**src/rtl/pipe_ctrl_if.sv**
```systemverilog
// Hazard/control bundle between the datapath and the pipeline scheduler.
// master: datapath side (drives hazard info, consumes controls).
// slave:  pipe_ctrl side (consumes hazard info, drives controls).
interface pipe_ctrl_if;
  logic        ex_load_i;
  logic [4:0]  ex_rd_i;
  logic        id_rs1_re_i;
  logic [4:0]  id_rs1_i;
  logic        id_rs2_re_i;
  logic [4:0]  id_rs2_i;
  logic        ex_jump_i;
  logic [31:0] ex_jump_addr_i;
  logic        ex_mc_start_i;
  logic        ex_mc_done_i;
  logic [4:0]  stall_o;
  logic [4:0]  flush_o;
  logic        redirect_o;
  logic [31:0] redirect_addr_o;
  logic        mc_timeout_o;
  logic [1:0]  state_o;
  logic [31:0] stall_cnt_o;
  logic [31:0] flush_cnt_o;

  modport master (
    output ex_load_i, ex_rd_i, id_rs1_re_i, id_rs1_i, id_rs2_re_i, id_rs2_i,
           ex_jump_i, ex_jump_addr_i, ex_mc_start_i, ex_mc_done_i,
    input  stall_o, flush_o, redirect_o, redirect_addr_o, mc_timeout_o,
           state_o, stall_cnt_o, flush_cnt_o
  );

  modport slave (
    input  ex_load_i, ex_rd_i, id_rs1_re_i, id_rs1_i, id_rs2_re_i, id_rs2_i,
           ex_jump_i, ex_jump_addr_i, ex_mc_start_i, ex_mc_done_i,
    output stall_o, flush_o, redirect_o, redirect_addr_o, mc_timeout_o,
           state_o, stall_cnt_o, flush_cnt_o
  );
endinterface

```
**src/rtl/pipe_ctrl.sv**
```systemverilog
// Stall/flush scheduler for the 5-stage pipeline (pc, if_id, id_exe,
// exe_mem, mem_wb). Handles load-use bubbles, EXE-resolved jumps and
// multi-cycle EXE ops with a watchdog that aborts a stuck wait.
// Optional perf counters enabled by defining PIPE_CTRL_PERF_EN.
module pipe_ctrl #(
  parameter int MC_TIMEOUT = 64,
  parameter int CNT_W      = 7
) (
  input  logic      clk_i,
  input  logic      rst_i,
  pipe_ctrl_if.slave bus
);

  typedef enum logic [1:0] {
    RUN     = 2'd0,
    MC_WAIT = 2'd1,
    ABORT   = 2'd2,
    SPARE   = 2'd3
  } state_t;

  // Control words, bit order {mem_wb, exe_mem, id_exe, if_id, pc}
  localparam logic [4:0] STALL_MC   = 5'b00111;
  localparam logic [4:0] FLUSH_MC   = 5'b01000;
  localparam logic [4:0] STALL_LU   = 5'b00011;
  localparam logic [4:0] FLUSH_LU   = 5'b00100;
  localparam logic [4:0] FLUSH_JMP  = 5'b00110;
  localparam logic [4:0] FLUSH_ABT  = 5'b01100;
  localparam logic [4:0] FLUSH_ALL  = 5'b11111;

  state_t           state_reg, state_next;
  logic [CNT_W-1:0] wd_reg, wd_next;

  logic        load_use;
  logic [4:0]  stall;
  logic [4:0]  flush;
  logic        redirect;
  logic [31:0] redirect_addr;
  logic        mc_timeout;

  // Load-use: EXE load writes a nonzero register that ID is about to read
  always_comb begin
    load_use = bus.ex_load_i && (bus.ex_rd_i != 5'd0) &&
               ((bus.id_rs1_re_i && (bus.id_rs1_i == bus.ex_rd_i)) ||
                (bus.id_rs2_re_i && (bus.id_rs2_i == bus.ex_rd_i)));
  end

  // Next-state, watchdog update and control outputs; reset forces a full flush
  always_comb begin
    state_next    = state_reg;
    wd_next       = wd_reg;
    stall         = 5'd0;
    flush         = 5'd0;
    redirect      = 1'b0;
    redirect_addr = 32'd0;
    mc_timeout    = 1'b0;
    case (state_reg)
      MC_WAIT: begin
        // Done is checked first so it beats a simultaneous timeout
        if (bus.ex_mc_done_i) begin
          state_next = RUN;
          wd_next    = '0;
        end else if (wd_reg == CNT_W'(MC_TIMEOUT)) begin
          stall      = STALL_MC;
          flush      = FLUSH_MC;
          state_next = ABORT;
        end else begin
          stall      = STALL_MC;
          flush      = FLUSH_MC;
          wd_next    = wd_reg + CNT_W'(1);
        end
      end
      ABORT: begin
        // Drop the stuck op in EXE and refetch behind it
        mc_timeout = 1'b1;
        stall      = STALL_LU;
        flush      = FLUSH_ABT;
        state_next = RUN;
        wd_next    = '0;
      end
      default: begin
        // RUN and the unused encoding share this path
        state_next = RUN;
        if (bus.ex_jump_i) begin
          redirect      = 1'b1;
          redirect_addr = bus.ex_jump_addr_i;
          flush         = FLUSH_JMP;
        end else if (bus.ex_mc_start_i) begin
          if (!bus.ex_mc_done_i) begin
            stall      = STALL_MC;
            flush      = FLUSH_MC;
            state_next = MC_WAIT;
            wd_next    = CNT_W'(1);
          end
        end else if (load_use) begin
          stall = STALL_LU;
          flush = FLUSH_LU;
        end
      end
    endcase
    if (rst_i) begin
      stall         = 5'd0;
      flush         = FLUSH_ALL;
      redirect      = 1'b0;
      redirect_addr = 32'd0;
      mc_timeout    = 1'b0;
    end
  end

  // State and watchdog registers
  always_ff @(posedge clk_i) begin
    if (rst_i) begin
      state_reg <= RUN;
      wd_reg    <= '0;
    end else begin
      state_reg <= state_next;
      wd_reg    <= wd_next;
    end
  end

  assign bus.stall_o         = stall;
  assign bus.flush_o         = flush;
  assign bus.redirect_o      = redirect;
  assign bus.redirect_addr_o = redirect_addr;
  assign bus.mc_timeout_o    = mc_timeout;
  assign bus.state_o         = state_reg;

`ifdef PIPE_CTRL_PERF_EN
  logic [31:0] stall_cnt_reg;
  logic [31:0] flush_cnt_reg;

  // Perf counters: pc-hold cycles and jump redirects, free-running wrap
  always_ff @(posedge clk_i) begin
    if (rst_i) begin
      stall_cnt_reg <= 32'd0;
      flush_cnt_reg <= 32'd0;
    end else begin
      if (stall[0]) stall_cnt_reg <= stall_cnt_reg + 32'd1;
      if (redirect) flush_cnt_reg <= flush_cnt_reg + 32'd1;
    end
  end

  assign bus.stall_cnt_o = stall_cnt_reg;
  assign bus.flush_cnt_o = flush_cnt_reg;
`else
  assign bus.stall_cnt_o = 32'd0;
  assign bus.flush_cnt_o = 32'd0;
`endif

endmodule

```
**src/flat_wrapper.sv**
```systemverilog
// flat-port wrapper written by rule: the top's interface ports become plain ports
module pipe_ctrl_flat 
#(
  parameter int MC_TIMEOUT = 64,
  parameter int CNT_W      = 7
)
  (clk_i, rst_i, bus_ex_load_i, bus_ex_rd_i, bus_id_rs1_re_i, bus_id_rs1_i, bus_id_rs2_re_i, bus_id_rs2_i, bus_ex_jump_i, bus_ex_jump_addr_i, bus_ex_mc_start_i, bus_ex_mc_done_i, bus_stall_o, bus_flush_o, bus_redirect_o, bus_redirect_addr_o, bus_mc_timeout_o, bus_state_o, bus_stall_cnt_o, bus_flush_cnt_o);
  pipe_ctrl_if bus_i ();
  input  logic clk_i;
  input  logic rst_i;
  input wire logic [$bits(bus_i.ex_load_i)-1:0] bus_ex_load_i;
  input wire logic [$bits(bus_i.ex_rd_i)-1:0] bus_ex_rd_i;
  input wire logic [$bits(bus_i.id_rs1_re_i)-1:0] bus_id_rs1_re_i;
  input wire logic [$bits(bus_i.id_rs1_i)-1:0] bus_id_rs1_i;
  input wire logic [$bits(bus_i.id_rs2_re_i)-1:0] bus_id_rs2_re_i;
  input wire logic [$bits(bus_i.id_rs2_i)-1:0] bus_id_rs2_i;
  input wire logic [$bits(bus_i.ex_jump_i)-1:0] bus_ex_jump_i;
  input wire logic [$bits(bus_i.ex_jump_addr_i)-1:0] bus_ex_jump_addr_i;
  input wire logic [$bits(bus_i.ex_mc_start_i)-1:0] bus_ex_mc_start_i;
  input wire logic [$bits(bus_i.ex_mc_done_i)-1:0] bus_ex_mc_done_i;
  output wire logic [$bits(bus_i.stall_o)-1:0] bus_stall_o;
  output wire logic [$bits(bus_i.flush_o)-1:0] bus_flush_o;
  output wire logic [$bits(bus_i.redirect_o)-1:0] bus_redirect_o;
  output wire logic [$bits(bus_i.redirect_addr_o)-1:0] bus_redirect_addr_o;
  output wire logic [$bits(bus_i.mc_timeout_o)-1:0] bus_mc_timeout_o;
  output wire logic [$bits(bus_i.state_o)-1:0] bus_state_o;
  output wire logic [$bits(bus_i.stall_cnt_o)-1:0] bus_stall_cnt_o;
  output wire logic [$bits(bus_i.flush_cnt_o)-1:0] bus_flush_cnt_o;
  assign bus_i.ex_load_i = bus_ex_load_i;
  assign bus_i.ex_rd_i = bus_ex_rd_i;
  assign bus_i.id_rs1_re_i = bus_id_rs1_re_i;
  assign bus_i.id_rs1_i = bus_id_rs1_i;
  assign bus_i.id_rs2_re_i = bus_id_rs2_re_i;
  assign bus_i.id_rs2_i = bus_id_rs2_i;
  assign bus_i.ex_jump_i = bus_ex_jump_i;
  assign bus_i.ex_jump_addr_i = bus_ex_jump_addr_i;
  assign bus_i.ex_mc_start_i = bus_ex_mc_start_i;
  assign bus_i.ex_mc_done_i = bus_ex_mc_done_i;
  assign bus_stall_o = bus_i.stall_o;
  assign bus_flush_o = bus_i.flush_o;
  assign bus_redirect_o = bus_i.redirect_o;
  assign bus_redirect_addr_o = bus_i.redirect_addr_o;
  assign bus_mc_timeout_o = bus_i.mc_timeout_o;
  assign bus_state_o = bus_i.state_o;
  assign bus_stall_cnt_o = bus_i.stall_cnt_o;
  assign bus_flush_cnt_o = bus_i.flush_cnt_o;
  pipe_ctrl #(.MC_TIMEOUT(MC_TIMEOUT), .CNT_W(CNT_W)) u_core (.clk_i(clk_i), .rst_i(rst_i), .bus(bus_i));
endmodule
```
**config.mk**
```make
export PLATFORM = sky130hd
export DESIGN_NAME = pipe_ctrl_flat
export DESIGN_NICKNAME = d
export VERILOG_FILES = /design/src/rtl/pipe_ctrl_if.sv /design/src/rtl/pipe_ctrl.sv /design/src/flat_wrapper.sv
export SDC_FILE = /design/constraint.sdc
export NUM_CORES = 1
export LEC_CHECK = 0
export CAP_MARGIN = 20
export CORE_AREA = 8 8 112 63
export DETAILED_ROUTE_END_ITERATION = 16
export DIE_AREA = 0 0 120 71
export GPL_ROUTABILITY_DRIVEN = 0
export PLACE_DENSITY = 0.83
export SETUP_SLACK_MARGIN = 0.1
export SLEW_MARGIN = 10
export SYNTH_ARGS = -nofsm -noshare
export SYNTH_HDL_FRONTEND = slang
export SYNTH_SLANG_ARGS = --single-unit
export TNS_END_PERCENT = 100
```
**constraint.sdc**
```tcl
create_clock -name clk_i -period 3.46 [get_ports clk_i]
set_input_delay 1.038 -clock clk_i [delete_from_list [all_inputs] [get_ports clk_i]]
set_output_delay 1.038 -clock clk_i [all_outputs]
set_load 0.05 [all_outputs]
```
==> impl_metrics.toml <==
[drt]
dr.pass1.iters = 4
drtIter0Drc = 89
routed_wl_um = 6090
wl_per_cell_um = 15.5
vias_per_cell = 3.95
drc_errors = 0
num_vias = 1548
final_antenna_net_count = 0

[cts]
ctsHtreeMaxLevel = 1
clockRootBuffer = "clkbuf_8"
cts_tree = "done"
clk_pin_slew_ns = 0.04
cts_hold_buf = 0
cts_buffer_depth = 2
cts.sinks = 9
numCtsBuffers = 3
worstSkewPairLatency_ns = 0.24

[power]
p_sw_share_pct = 50.7
combPwrFrac_pct = 67.1
p_leak_nw = 1.35
cellPowerDensity_nw_per_um2 = 235
p_int_uw = 347
seqPwrFrac_pct = 15.2
peakVddDrop_mv = 0.172
netSwitchingPower_uw = 357
clockPowerShare_pct = 17.7

[layout]
layout-drive-gt1-share_pct = 29.8
multi_input_area_um2 = 1120
syn_to_final_growth_pct = 97.7
regArea_um2 = 180
num-nets-final = 375
antenna_cells = 0
largest_reg_flops = 7
fin_cells = 392
fillers = 492

[floorplanning]
die_height_um = 71
core-area_um2 = 5630
dieArea_um2 = 8520
io_pins = 165
initial_utilization_pct = 26.9
die_w_um = 120
rows = 20

[timing]
worst_slack_ns = 0.131
maxSlewViolCount = 0
fin_skew_ns = 0.00551
fin_crit_sh_pct = 96.2
clock.fmax_ghz = 0.300
setup_tns_ns = 0
hold_viol_final = 0
tightest_slew_ns = 0.498
post-route-min-period_ns = 3.33
rsz0062_at_grt = "yes"
holdWs_ns = 0.565
slew-limit-headroom_pct = 66.7
setup_viol = 0

[synthesis]
yosysSeqAreaShare_pct = 11.9
ys.flop_type = "dfxtp_1"
synthSimpleGateAreaFrac_pct = 28.6
ys_ff_latch = 9
yosysTopAreaCell = "buf_4"
ys_types = 36
syn_area_um2 = 1510
synthCells = 202
synth_top_family_by_area = "buffers and inverters"
synthXorXnorAreaFrac_pct = 7.53
avgSynthCellArea_um2 = 7.49
synth.most_common_cell = "buf_4"
netlist.area_leader.share_pct = 34.2
synth_common_cells = "buf_4 (69), and2_1 (32), xor2_1 (11)"
synthAdderAreaFrac_pct = 3.31
ys_top_cells_by_area = "buf_4 (34%), and2_1 (13%), dfxtp_1 (12%)"
synthArstFlopShare_pct = 0
synth-compound-area-share_pct = 9.51
muxShareOfSynthArea_pct = 1.41
synth_edf_count = 0
ys.warnings.count = 0

[critical_path]
crit_fanout = 3
worstPathArrival_ns = 2.29
reg2reg_slack_ns = 1.60
r2r-end = "u_core.wd_reg[1]"
critPathLaunchType = "input port"
crit_slowest_cell = "or4b_4"
worstSetupEndpoint = "bus_stall_o[1]"
startpoint = "bus_ex_rd_i[1]"
max_stage_delay_ns = 0.49
cp-end-kind = "output port"
worstSetupPathType = "input port to output port"
crit_chain = "buf_2 > nor3_4 > a21oi_4 > or4b_4 > o22ai_4 > buf_12"
r2r_cells = 6
r2r-start = "u_core.bus.state_o[0]"
cp_data_required_time_ns = 2.42

[global_route]
grt_pass1_wl_um = 9030
grt_pass1_vias = 1579
grt_max_degree = 34
grt_usage_pct = 13.1
overflow = 0
antenna_found_initial = 0

[place]
placedCellCount = 383
dpl.hpwl_um = 5120
post-place-ws_ns = -0.350
portBuffers = 98

[worst_hold_path]
worstHoldStart = "u_core.wd_reg[6]"
hold_path_class = "flop to flop"

[run]
drv_cap = 0

[run_status]
status = "complete, no violations"
==> critical path: cells and delay by family <==
family | cells | cell delay [ns]
and+or+nand+nor | 2 | 0.55
AOI/OAI and AO/OA | 2 | 0.37
buffers and inverters | 2 | 0.32
==> power by group through the flow <==
stage / logic [mW] / registers (mW) / clock network (mW)
finish: 0.472 / 0.107 / 0.125
global route: 0.489 / 0.107 / 0.134
CTS: 0.464 / 0.107 / 0.126
global placement: 0.453 / 0.109 / 0
detailed placement: 0.458 / 0.109 / 0
floorplan: 0.334 / 0.110 / 0
==> cells in the final DEF (no fill, tap or decap), types with 2 or more instances in the layout <==
cell type         n
buf_12           43
buf_6             4
nor2_1            4
conb_1           66
inv_1             6
nor4_2            2
xnor2_1           2
xor2_2            2
clkdlybuf4s50_1  37
and2_1           32
o2111ai_1         3
nor2b_1           3
ha_1              4
o21ai_0           3
and3_1            2
nand2_1           5
buf_2             7
nor3_1            8
clkbuf_8          3
dlygate4sd2_1     9
dfxtp_1           9
a21oi_1           6
buf_4            16
nand3_1           3
xor2_1            9
==> what timing repair did <==
action | in CTS | in global routing
setup endpoints to repair | 38 | 3
cloned | 0 | 0
buffers inserted | 5 | 0
pin swaps | 11 | 3
resized for setup | 60 | 9
==> through the flow <==
| step | total power [mW] | utilization, % | area (µm²) |
|---|---|---|---|
| finish | 0.704 | 53.1 | 2990 |
| global placement | 0.562 | 50.6 | 2850 |
| floorplan | 0.444 | - | 1770 |
| global route | 0.730 | 53.1 | 2990 |
| detailed placement | 0.567 | 50.6 | 2850 |
| CTS | 0.698 | 52.6 | 2960 |
==> metal layers <==
metal | up-vias | wire [µm] | share of wire (%) | track usage, %
met5 | - | 0 | 0 | 0
met4 | 0 | 45 | 0.74 | 2.47
met1 | 704 | 2370 | 39 | 14.6
met3 | 6 | 468 | 7.7 | 3.49
met2 | 86 | 3210 | 53 | 24.8
li1 | 752 | - | - | -
==> kinds of logic after synthesis <==
| kind of cell | count (synthesis) |
|---|---|
| AOI/OAI and AO/OA | 22 |
| xor gates and xnor gates | 13 |
| adders and majority gates | 4 |
| buffers and inverters | 80 |
| DFF | 9 |
| muxes | 2 |
| other | 1 |
| and+or+nand+nor | 71 |
==> layout make-up <==
type	count	area share (%)
Clock buffer	3	1.38
Clock inverter	1	0.167
Inverter	6	0.753
Multi-Input combinational cell	178	37.4
Sequential cell	9	6.03
Tap cell	77	3.22
Timing Repair Buffer	118	51.0
==> worst min-delay path by stage <==
stage,endpoint,slack (ns),depth (start not counted)
after floorplan,u_core.wd_reg[1],0.51,2
after global placement,u_core.wd_reg[6],0.54,2
after detailed placement,u_core.wd_reg[6],0.55,2
after CTS,u_core.wd_reg[6],0.56,2
after global routing,u_core.wd_reg[6],0.60,2
final,u_core.wd_reg[6],0.56,2
No activity file was read; power rests on OpenSTA's default activity.
